`src/rtl/fetch_sequencer.sv`:
```
// Fetch-stage sequencer: owns the fetch PC and issues one instruction-memory read at a time.
// It presents each fetched word to decode under a valid/stall handshake and squashes wrong-path words after a redirect.
module fetch_sequencer #(
  parameter logic [31:0] RESET_PC = 32'h4000_0000
) (
  input  logic        clk,
  input  logic        rst,
  output logic        imem_req_valid,
  input  logic        imem_req_ready,
  output logic [31:0] imem_addr,
  input  logic        imem_resp_valid,
  input  logic [31:0] imem_resp_data,
  input  logic        redirect_valid,
  input  logic [31:0] redirect_pc,
  input  logic        stall,
  output logic        if_valid,
  output logic [31:0] if_pc,
  output logic [31:0] if_instr,
  output logic        flush
);

  typedef enum logic [1:0] {
    S_REQ  = 2'd0,
    S_WAIT = 2'd1,
    S_HOLD = 2'd2
  } state_t;

  state_t      state;
  logic [31:0] pc;
  logic        discard;
  logic [31:0] target;

  assign target         = redirect_pc & ~32'h3;
  assign imem_req_valid = (state == S_REQ) && !rst;
  assign imem_addr      = pc;
  assign flush          = redirect_valid && !rst;

  always_ff @(posedge clk) begin
    if (rst) begin
      state    <= S_REQ;
      pc       <= RESET_PC;
      discard  <= 1'b0;
      if_valid <= 1'b0;
      if_pc    <= 32'h0;
      if_instr <= 32'h0;
    end else begin
      case (state)
        S_REQ: begin
          if (redirect_valid) begin
            pc <= target;
            // A request accepted in the redirect cycle carried the old PC, so its word is wrong-path.
            if (imem_req_ready) begin
              state   <= S_WAIT;
              discard <= 1'b1;
            end
          end else if (imem_req_ready) begin
            state <= S_WAIT;
          end
        end
        S_WAIT: begin
          if (redirect_valid) begin
            pc <= target;
            if (imem_resp_valid) begin
              state   <= S_REQ;
              discard <= 1'b0;
            end else begin
              discard <= 1'b1;
            end
          end else if (imem_resp_valid) begin
            if (discard) begin
              discard <= 1'b0;
              state   <= S_REQ;
            end else begin
              if_valid <= 1'b1;
              if_pc    <= pc;
              if_instr <= imem_resp_data;
              pc       <= pc + 32'd4;
              state    <= S_HOLD;
            end
          end
        end
        S_HOLD: begin
          if (redirect_valid) begin
            pc       <= target;
            if_valid <= 1'b0;
            state    <= S_REQ;
          end else if (!stall) begin
            if_valid <= 1'b0;
            state    <= S_REQ;
          end
        end
        default: begin
          state    <= S_REQ;
          if_valid <= 1'b0;
          discard  <= 1'b0;
        end
      endcase
    end
  end

endmodule

```
`config.mk`:
```
export PLATFORM = sky130hd
export DESIGN_NAME = fetch_sequencer
export DESIGN_NICKNAME = d
export VERILOG_FILES = /design/src/rtl/fetch_sequencer.sv
export SDC_FILE = /design/constraint.sdc
export NUM_CORES = 1
export LEC_CHECK = 0
export CORE_ASPECT_RATIO = 0.7
export CORE_MARGIN = 2
export CORE_UTILIZATION = 48
export CTS_CLUSTER_DIAMETER = 200
export DETAILED_ROUTE_END_ITERATION = 10
export PLACE_DENSITY = 0.89
export SYNTH_ARGS = -nofsm -noshare
export SYNTH_HDL_FRONTEND = slang
export SYNTH_SLANG_ARGS = --single-unit
```
`constraint.sdc`:
```
create_clock -name clk -period 4.2 [get_ports clk]
set_input_delay 0.84 -clock clk [delete_from_list [all_inputs] [get_ports clk]]
set_output_delay 0.84 -clock clk [all_outputs]
set_load 0.01 [all_outputs]
```
# After elaboration in Yosys (flattened, before gate mapping)
# Cells that the tools add are included.
# op_classes
n_addsub	1
multipliers	0
div_mod_pow	0
magnitude_cmp	0
eq_ne	11
shifts	0
muxes	25
n_bitwise	4
reduce_logical	11
# ops
operator	n
2-to-1 mux 32 bit	4
one-hot mux 32 bit (2 select lines)	1
adder 32 x 3 -> 32 bit, second input constant	1
2-to-1 mux 2 bit	7
AND reduction 4 bit	3
2-to-1 mux 1 bit	10
!= test 2 bit, second input constant	5
!= test 3 bit, second input constant	3
one-hot mux 1 bit (3 select lines)	2
one-hot mux 2 bit (3 select lines)	1
AND reduction 5 bit	1
NOT 1 bit	4
AND reduction 3 bit	1
== test 2 x 1 -> 1 bit, second input constant	1
== test 2 bit, second input constant	1
logical AND 1 bit	2
zero test 2 bit	1
!= test 2 x 1 -> 1 bit, second input constant	1
nonzero test 2 bit	1
OR reduction 2 bit	1
zero test 1 bit	1
# totals
register_bits	100
latch_bits	0
ram_bits	0
mem_bits_ro	0
in_bits	70
wordCells	58
memories	0

# Logic depth before layout (Yosys ltp)
# Gate-level depths: netlist of the first run.
# depth
depth_word	5
mapped_depth	7
ltp_nobuf	5

# Least setup slack after synthesis of the first run
# Ideal clock, no wire load.
# synth_path
path_kind	input to output
startpoint	input rst
endpoint	output imem_req_valid
arrival_time_ns	1.593
required_ns	3.360
path_slack_ns	1.767
cell_stages	4
path_buffers	3
path_cell_list	clkbuf_1 -> buf_6 -> clkbuf_1 -> nor3_1
# synth_between
elab_chain_cells	2
# synth_rtl
item	line_no	source
start: declaration	7	input logic rst,
zero test 1 bit	34	assign imem_req_valid = (state == S_REQ) && !rst;
logical AND 1 bit	34	
end: declaration	8	output logic imem_req_valid,
# Every way passes these cells.

# Worst setup path after layout of the first run
# layout_path
startpoint	input redirect_valid
endpoint	output flush
# layout_between
elab_chain_cells	1
# layout_rtl
item	line_no	source
start: declaration	13	input logic redirect_valid,
logical AND 1 bit	36	assign flush = redirect_valid && !rst;
end: declaration	19	output logic flush
# Every way passes these cells.

==> results.tsv, run 1 <==
metric	value	unit
status	finished clean	
Cell variety after synth	68	
initial core utilization	49.9	%
Clk Latency, worst-skew pair	0.35	ns
Hold Buf Count CTS	0	
port buffer count	162	
Post-synth EDFFs	0	
H-tree depth	3	
leakage power	0.00213	uW
vias in the first global route	4660	
largest net degree at the start of global routing	71	
CTS root buf	clkbuf_16	
reg2reg start	state[1]$_SDFFE_PP0P_	
Synth Area in Adders	0.273	%
Worst VDD drop	0.000235	V
Setup violations, final	0	
CP delay by family, top	buffers and inverters	
Worst setup startpoint	redirect_valid	
top-area cell type share of the netlist area	41.9	%
global-route wire length before repair	23400	microns
Max Fclk	311	MHz
worst r2r path cells	5	
skew final	0.00710	ns
Tcrit/Tclk final	76.5	%
ys async rst share	0	%
min cycle time layout	3.21	ns
RSZ-0062 raised after global routing	no	
via/cell ratio	5.97	
Setup Slack @ Placement	0.744	ns
Syn Inst Count	584	
top cells by area, synth	dfxtp_1, nand2_1, a21oi_1, clkbuf_8, nand3_1	
main flop type after synthesis	dfxtp_1	
First-pass DRT Iterations	6	
crit-path max cell delay	0.56	ns
CTS tree	built	
Area Overhead vs Synth	40.3	%
gpl congestion	0.892	
clk slew on worst S/H paths	0.06	ns
post-synthesis compound-gate area fraction	21.5	%
vias after detailed routing	5017	
final hold violations	0	
crit path capture	flush	
core area	0.00918	sq mm
mux contribution to synthesized area	0.464	%
Resized Gates After CTS	0	
Post-Route WL	14900	microns
worst path cell trace	clkdlybuf4s50_1, buf_4, nor2b_1, clkdlybuf4s50_1	
Synth Area in XOR/XNOR	0	%
I/O Pins	169	
most common cell in the netlist	nand2_1	
Pins Over Slew Limit	0	
Worst-Margin Slew	1.25	ns
Seq/Total Area, Yosys	41.9	%
DRT iter0 DRCs	631	
layout cell share with drive strength beyond 1	5.73	%
total negative slack	0	ns
nets	783	
wire length per cell	17.7	microns
WP depth	4	
area leader, netlist	dfxtp_1	
Max-slew headroom	16.9	%
list of most frequent post-synthesis cells	nand2_1, dfxtp_1, a21oi_1	
CP Capture Type	output port	
gr usage total	28.3	%
Crit Path Class	in2out	
Routed Antenna Nets	0	
drc violations	0	
CTS Buf Count	9	
Longest Clk Path Bufs	2	
Yosys reg bits	96	
Placement Rows	29	
crit path buf inv count	3	
crit-path most repeated cell	clkdlybuf4s50_1	
post-synthesis simple-gate area fraction	27.8	%
Num Clock Sinks	96	
Setup crit start kind	input port	
grt total ovfl	0	
internal reg-to-reg setup slack	1.66	ns
hold crit path type	reg2reg	
max-cap violations	0	
number of synthesis warnings	0	
initial antenna violation count	0	
largest family of logic cells by synthesized area	simple AND/OR/NAND/NOR gates	
# fillers	724	
postcts setup bufs	0	
Die X	121	microns
pwr dens	347	mW/mm^2
reg-to-reg critical path endpoint	imem_addr[19]$_SDFFE_PP0P_	
Syn Area/Cell	7.85	sq um
Fin Hold WS	0.450	ns
n_diodes	0	
Critical Path RT	3.36	ns
CP max FO	24	
CP Data Arrival Time	2.37	ns
die area	0.0104	sq mm
dpl hpwl	10200	microns
Synth Cell Area	0.00458	sq mm
Critical Path Slowest Stage Cell	clkdlybuf4s50_1	
DIE HEIGHT	85.8	microns
Final Worst Setup Slack	0.986	ns
-- kinds of logic after synthesis --
family                   count (synthesis)
other                                    1
adder cells (fa/ha/maj)                  1
multiplexers                             2
AO/OA/AOI/OAI                          159
flip-flops                              96
buffers and inverters                   61
AND/OR/NAND/NOR                        264
-- area by class of cell --
cell class	instances	area [sq um]	share of cell area (%)
multi-input combinational	430	2320	36.0
sequential	96	1920	29.9
timing repair buffer	170	1680	26.1
clock buffer	9	225	3.50
tap	124	155	2.41
clock inverter	6	115	1.79
inverter	5	18.8	0.292
-- layer usage --
metal | routed length [microns] | up-vias | share of wire [%] | GRT usage, %
li1 | - | 2331 | - | -
met1 | 6280 | 2310 | 42 | 37.7
met2 | 6740 | 330 | 45 | 44.1
met3 | 1560 | 46 | 10 | 7.38
met4 | 315 | 0 | 2.1 | 11.0
met5 | 0 | - | 0 | 0
-- stage by stage --
stage	std cells	util [%]	instance area, sq um	total power (uW)
2_1_floorplan	587	-	4600	1150
4_1_cts	840	70.1	6430	2240
3_5_place_dp	825	66.4	6090	1310
5_1_grt	840	70.1	6430	2300
3_3_place_gp	825	66.4	6090	1300
6_report	840	70.1	6430	2230
-- worst min-delay path, stage by stage (launching register included) --
cell,delay [ns]
dfxtp_1,0.31
nand2_1,0.05
a21oi_1,0.05
-- layout by cell type, fill, tap and decap left out, types with 4 or more instances in the layout --
| master | synthesis | routed |
|---|---|---|
| nor2b_1 | 4 | 4 |
| o211ai_1 | 8 | 8 |
| dfxtp_1 | 96 | 96 |
| nand2_1 | 150 | 150 |
| o31ai_1 | 5 | 5 |
| inv_1 | 5 | 5 |
| and3_1 | 6 | 6 |
| o21ai_0 | 12 | 12 |
| nand3b_1 | 4 | 4 |
| a21oi_1 | 80 | 80 |
| nor2_1 | 17 | 16 |
| or3_1 | 4 | 4 |
| conb_1 | 1 | 4 |
| a32oi_1 | 8 | 8 |
| buf_4 | 5 | 9 |
| nor4_1 | 8 | 8 |
| and4_1 | 5 | 5 |
| a31oi_1 | 11 | 11 |
| clkbuf_16 | 0 | 9 |
| a211oi_1 | 6 | 6 |
| nor3_1 | 9 | 9 |
| nand3_1 | 17 | 17 |
| nand4_1 | 13 | 13 |
| clkdlybuf4s50_1 | 0 | 161 |
-- sequential cells by signal, summed over array words and instances (netlist names) --
name       flops
if_instr      32
imem_addr     30
discard        1
if_valid       1
if_pc         30
state          2
-- how the worst min path moves through the flow --
stage | from | end | slack [ns] | cells after the start
6_report | if_pc[4]$_SDFFE_PP0P_ | if_pc[4]$_SDFFE_PP0P_ | 0.45 | 2
5_1_grt | if_instr[28]$_SDFFE_PP0P_ | if_instr[28]$_SDFFE_PP0P_ | 0.47 | 2
4_1_cts | if_pc[26]$_SDFFE_PP0P_ | if_pc[26]$_SDFFE_PP0P_ | 0.46 | 2
3_5_place_dp | if_pc[4]$_SDFFE_PP0P_ | if_pc[4]$_SDFFE_PP0P_ | 0.45 | 2
3_3_place_gp | if_instr[31]$_SDFFE_PP0P_ | if_instr[31]$_SDFFE_PP0P_ | 0.44 | 2
2_1_floorplan | if_instr[0]$_SDFFE_PP0P_ | if_instr[0]$_SDFFE_PP0P_ | 0.48 | 2
-- power by group --
part | switching, uW | total, uW | internal (uW) | leakage [uW]
logic | 134 | 290 | 156 | 0.00118
registers | 62.4 | 1010 | 944 | 0.000781
clock network | 354 | 937 | 584 | 0.000168
total | 550 | 2230 | 1680 | 0.00213
Power figures use the tool's default switching activity.
==> inputs of run 2 (changes only) <==
Settings changed: CORE_UTILIZATION 48 to 45, PLACE_DENSITY 0.89 to 0.84.
Clock period 4.2 ns to 3.1 ns, I/O delays scaled along.
==> results.tsv, run 2 (synthesized netlist as in run 1, its figures left out) <==
metric	value	unit
Longest Clk Path Bufs	2	
max-cap violations	0	
max reg flops	32	
pwr dens	467	mW/mm^2
layout cell share with drive strength beyond 1	7.41	%
Worst VDD drop	0.000307	V
nets	795	
gpl congestion	0.930	
net switching power	735	uW
CP Capture Type	output port	
dpl hpwl	10400	microns
Reg power frac	44.3	%
skew final	0.00868	ns
Setup crit start kind	input port	
Pint	2330	uW
Tcrit/Tclk final	82.5	%
global-route wire length before repair	23400	microns
CP max FO	2	
Placement Rows	30	
Die X	125	microns
hold crit path type	reg2reg	
initial core utilization	46.8	%
port buffer count	162	
H-tree depth	3	
final core utilization	67.0	%
reg2reg start	imem_addr[2]$_SDFFE_PP0P_	
CTS root buf	clkbuf_16	
Hold Buf Count CTS	0	
clk slew on worst S/H paths	0.06	ns
die area	0.0110	sq mm
total negative slack	0	ns
postcts setup bufs	0	
Min-Delay Endpoint	if_instr[28]$_SDFFE_PP0P_	
Clk Latency, worst-skew pair	0.34	ns
Max-slew headroom	48.6	%
min cycle time layout	2.56	ns
most common cell after layout, fill and taps aside	clkdlybuf4s50_1	
# fillers	806	
vias after detailed routing	5043	
status	finished clean	
vias in the first global route	4663	
gr usage total	26.1	%
Worst-Margin Slew	0.764	ns
reg-to-reg critical path endpoint	imem_addr[20]$_SDFFE_PP0P_	
leakage power	0.00220	uW
Num Clock Sinks	96	
switch share	24.0	%
DIE HEIGHT	88.4	microns
initial antenna violation count	0	
grt total ovfl	0	
CTS tree	built	
Resized Gates After CTS	0	
CP Data Arrival Time	1.94	ns
CTS Buf Count	9	
Critical Path RT	2.48	ns
commonest cells after routing, fill and taps aside	clkdlybuf4s50_1, nand2_1, dfxtp_1, a21oi_1, buf_4	
via/cell ratio	5.88	
Area Overhead vs Synth	43.3	%
clock share of power	42.3	%
Routed Antenna Nets	0	
largest net degree at the start of global routing	54	
I/O Pins	169	
worst r2r path cells	5	
wire length per cell	17.4	microns
final hold violations	0	
largest register by flop count	if_instr	
Crit Path Class	in2out	
Hold Startpoint	if_instr[28]$_SDFFE_PP0P_	
Max Fclk	391	MHz
hold path cells	2	
Setup violations, final	0	
combinational fraction of design power	13.4	%
DRT iter0 DRCs	561	
RSZ-0062 raised after global routing	no	
placement-stage cell area	0.00621	sq mm
internal reg-to-reg setup slack	0.79	ns
n_diodes	0	
Post-Route WL	14900	microns
First-pass DRT Iterations	6	
fin area	0.00657	sq mm
core area	0.00980	sq mm
Pins Over Slew Limit	0	
drc violations	0	
## run 2: cell count changes in the layout (fill, tap and decap cells not counted), sizes merged
cell,delta
buf,+12
clkinvlp,+1
clkbuf,+2
inv,-2
## run 2: routing by layer
metal,wire [microns],GRT usage (%),up-vias
li1,-,-,2366
met1,6350,36.2,2328
met2,6720,41.2,327
met3,1680,6.83,22
met4,167,6.44,0
met5,0,0,-
## run 2: worst max-delay path by stage
stage,start,endpoint,slack [ns]
2_1_floorplan,rst,imem_req_valid,1.11
3_5_place_dp,imem_resp_valid,if_pc[7]$_SDFFE_PP0P_,0.29
3_3_place_gp,imem_resp_valid,if_instr[18]$_SDFFE_PP0P_,0.35
6_report,redirect_valid,flush,0.54
4_1_cts,redirect_valid,flush,0.52
5_1_grt,redirect_valid,flush,0.49
## run 2: power groups by stage
stage | Combinational, uW | Clock [uW] | Sequential (uW)
detailed placement | 405 | 0 | 1380
global placement | 396 | 0 | 1380
floorplan | 189 | 0 | 1370
finish | 412 | 1300 | 1360
CTS | 407 | 1320 | 1350
global route | 440 | 1370 | 1360
## run 2: metrics by stage
| step | instances | setup WS [ns] | hold slack, ns | total power [uW] |
|---|---|---|---|---|
| floorplan | 587 | 1.11 | 0.478 | 1560 |
| global placement | 841 | 0.345 | 0.440 | 1770 |
| detailed placement | 841 | 0.286 | 0.446 | 1780 |
| CTS | 857 | 0.517 | 0.455 | 3080 |
| global route | 857 | 0.489 | 0.472 | 3170 |
| finish | 857 | 0.542 | 0.457 | 3070 |
## run 2: area by class of cell
| cell class | instances | area (sq um) | area share (%) |
|---|---|---|---|
| multi-input cells | 430 | 2320 | 35.3 |
| flip-flops and latches | 96 | 1920 | 29.3 |
| repair buffers | 182 | 1790 | 27.3 |
| clock buffers | 11 | 253 | 3.85 |
| well taps | 128 | 160 | 2.44 |
| clock inverters | 5 | 103 | 1.56 |
| inverters | 5 | 18.8 | 0.286 |
## run 2: critical path, cell delays in order
cell and delay (ns):
clkdlybuf4s50_1 0.47, nor2b_1 0.25, clkdlybuf4s50_1 0.59
==> inputs of run 3 (changes only) <==
Clock period 3.1 ns to 2.5 ns, I/O delays scaled along.
==> results.tsv, run 3 (synthesized netlist as in run 1, its figures left out) <==
metric	value	unit
final hold violations	0	
dpl hpwl	11000	microns
Routed Antenna Nets	0	
commonest cells after routing, fill and taps aside	clkdlybuf4s50_1, nand2_1, dfxtp_1, a21oi_1, buf_4	
RSZ-0062 raised after global routing	no	
core area	0.00980	sq mm
hold crit path type	reg2reg	
Longest Clk Path Bufs	2	
Max-slew headroom	64.6	%
Placement Rows	30	
First-pass DRT Iterations	5	
max reg flops	32	
Area Overhead vs Synth	45.6	%
largest register by flop count	if_instr	
Fin Hold WS	0.453	ns
postcts setup bufs	0	
pwr dens	558	mW/mm^2
Crit Path Class	in2out	
Die X	125	microns
CTS Buf Count	9	
Worst-Margin Slew	0.530	ns
layout cell share with drive strength beyond 1	9.38	%
grt total ovfl	0	
initial core utilization	46.8	%
CP max FO	6	
Pins Over Slew Limit	0	
Setup violations, final	0	
die area	0.0110	sq mm
port buffer count	162	
initial antenna violation count	0	
Max Fclk	407	MHz
worst r2r path cells	5	
# fillers	777	
Critical Path RT	2.00	ns
Worst VDD drop	0.000357	V
Setup crit start kind	input port	
Post-Route WL	15200	microns
gpl congestion	0.952	
DIE HEIGHT	88.4	microns
DRT iter0 DRCs	604	
CTS root buf	clkbuf_16	
via/cell ratio	5.84	
nets	812	
I/O Pins	169	
status	finished clean	
vias in the first global route	4787	
max-cap violations	0	
clk slew on worst S/H paths	0.07	ns
Hold Buf Count CTS	0	
Clk Latency, worst-skew pair	0.35	ns
hold path cells	2	
largest net degree at the start of global routing	53	
wire length per cell	17.4	microns
total negative slack	0	ns
Resized Gates After CTS	0	
vias after detailed routing	5101	
gr usage total	27.0	%
CP Capture Type	output port	
Tcrit/Tclk final	98.2	%
leakage power	0.00227	uW
n_diodes	0	
most common cell after layout, fill and taps aside	clkdlybuf4s50_1	
min cycle time layout	2.45	ns
drc violations	0	
global-route wire length before repair	24000	microns
Num Clock Sinks	96	
CTS tree	built	
skew final	0.0131	ns
power consumption	3730	uW
H-tree depth	3	
CP Data Arrival Time	1.95	ns
==> run 3: layout make-up <==
type	instances	area, sq um	share of cell area [%]
multi-input combinational	430	2320	34.7
sequential	96	1920	28.8
timing repair buffer	199	1920	28.8
clock buffer	12	256	3.84
tap	128	160	2.40
clock inverter	4	76.3	1.14
inverter	5	18.8	0.281
==> run 3: layer usage <==
layer | GRT usage, % | share of wire, % | vias up
met5 | 0 | 0 | -
met4 | 8.38 | 2.1 | 0
met3 | 6.29 | 9.5 | 34
met2 | 42.7 | 45 | 304
met1 | 37.2 | 44 | 2371
li1 | - | - | 2392
==> run 3: metrics by stage <==
| step | util, % | setup slack (ns) | area [sq um] | std cells |
|---|---|---|---|---|
| 6_report | 68.1 | 0.0455 | 6670 | 874 |
| 5_1_grt | 68.1 | 0.00600 | 6670 | 874 |
| 4_1_cts | 68.1 | 0.0472 | 6670 | 874 |
| 3_5_place_dp | 64.7 | 0.0645 | 6340 | 858 |
| 3_3_place_gp | 64.7 | 0.0559 | 6340 | 858 |
| 2_1_floorplan | - | 0.595 | 4600 | 587 |
==> run 3: where the power goes <==
part           total [uW]  internal (uW)  switching (uW)  leakage, uW
clock                1510            933             575     0.000159
sequential           1660           1590            74.2     0.000781
combinational         558            295             264      0.00133
total                3730           2810             912      0.00227
==> run 3: critical path, cell delays in order <==
cell and delay (ns):
clkdlybuf4s50_1 0.57, nor2b_1 0.29, clkdlybuf4s50_1 0.59
==> run 3: final timing paths <==
check,from,end,slack [ns]
hold / removal,if_pc[5]$_SDFFE_PP0P_,if_pc[5]$_SDFFE_PP0P_,0.45
hold reg to reg,if_pc[5]$_SDFFE_PP0P_,if_pc[5]$_SDFFE_PP0P_,0.45
setup reg to reg,imem_addr[3]$_SDFFE_PP0P_,imem_addr[20]$_SDFFE_PP0P_,0.21
setup / recovery,redirect_valid,flush,0.05
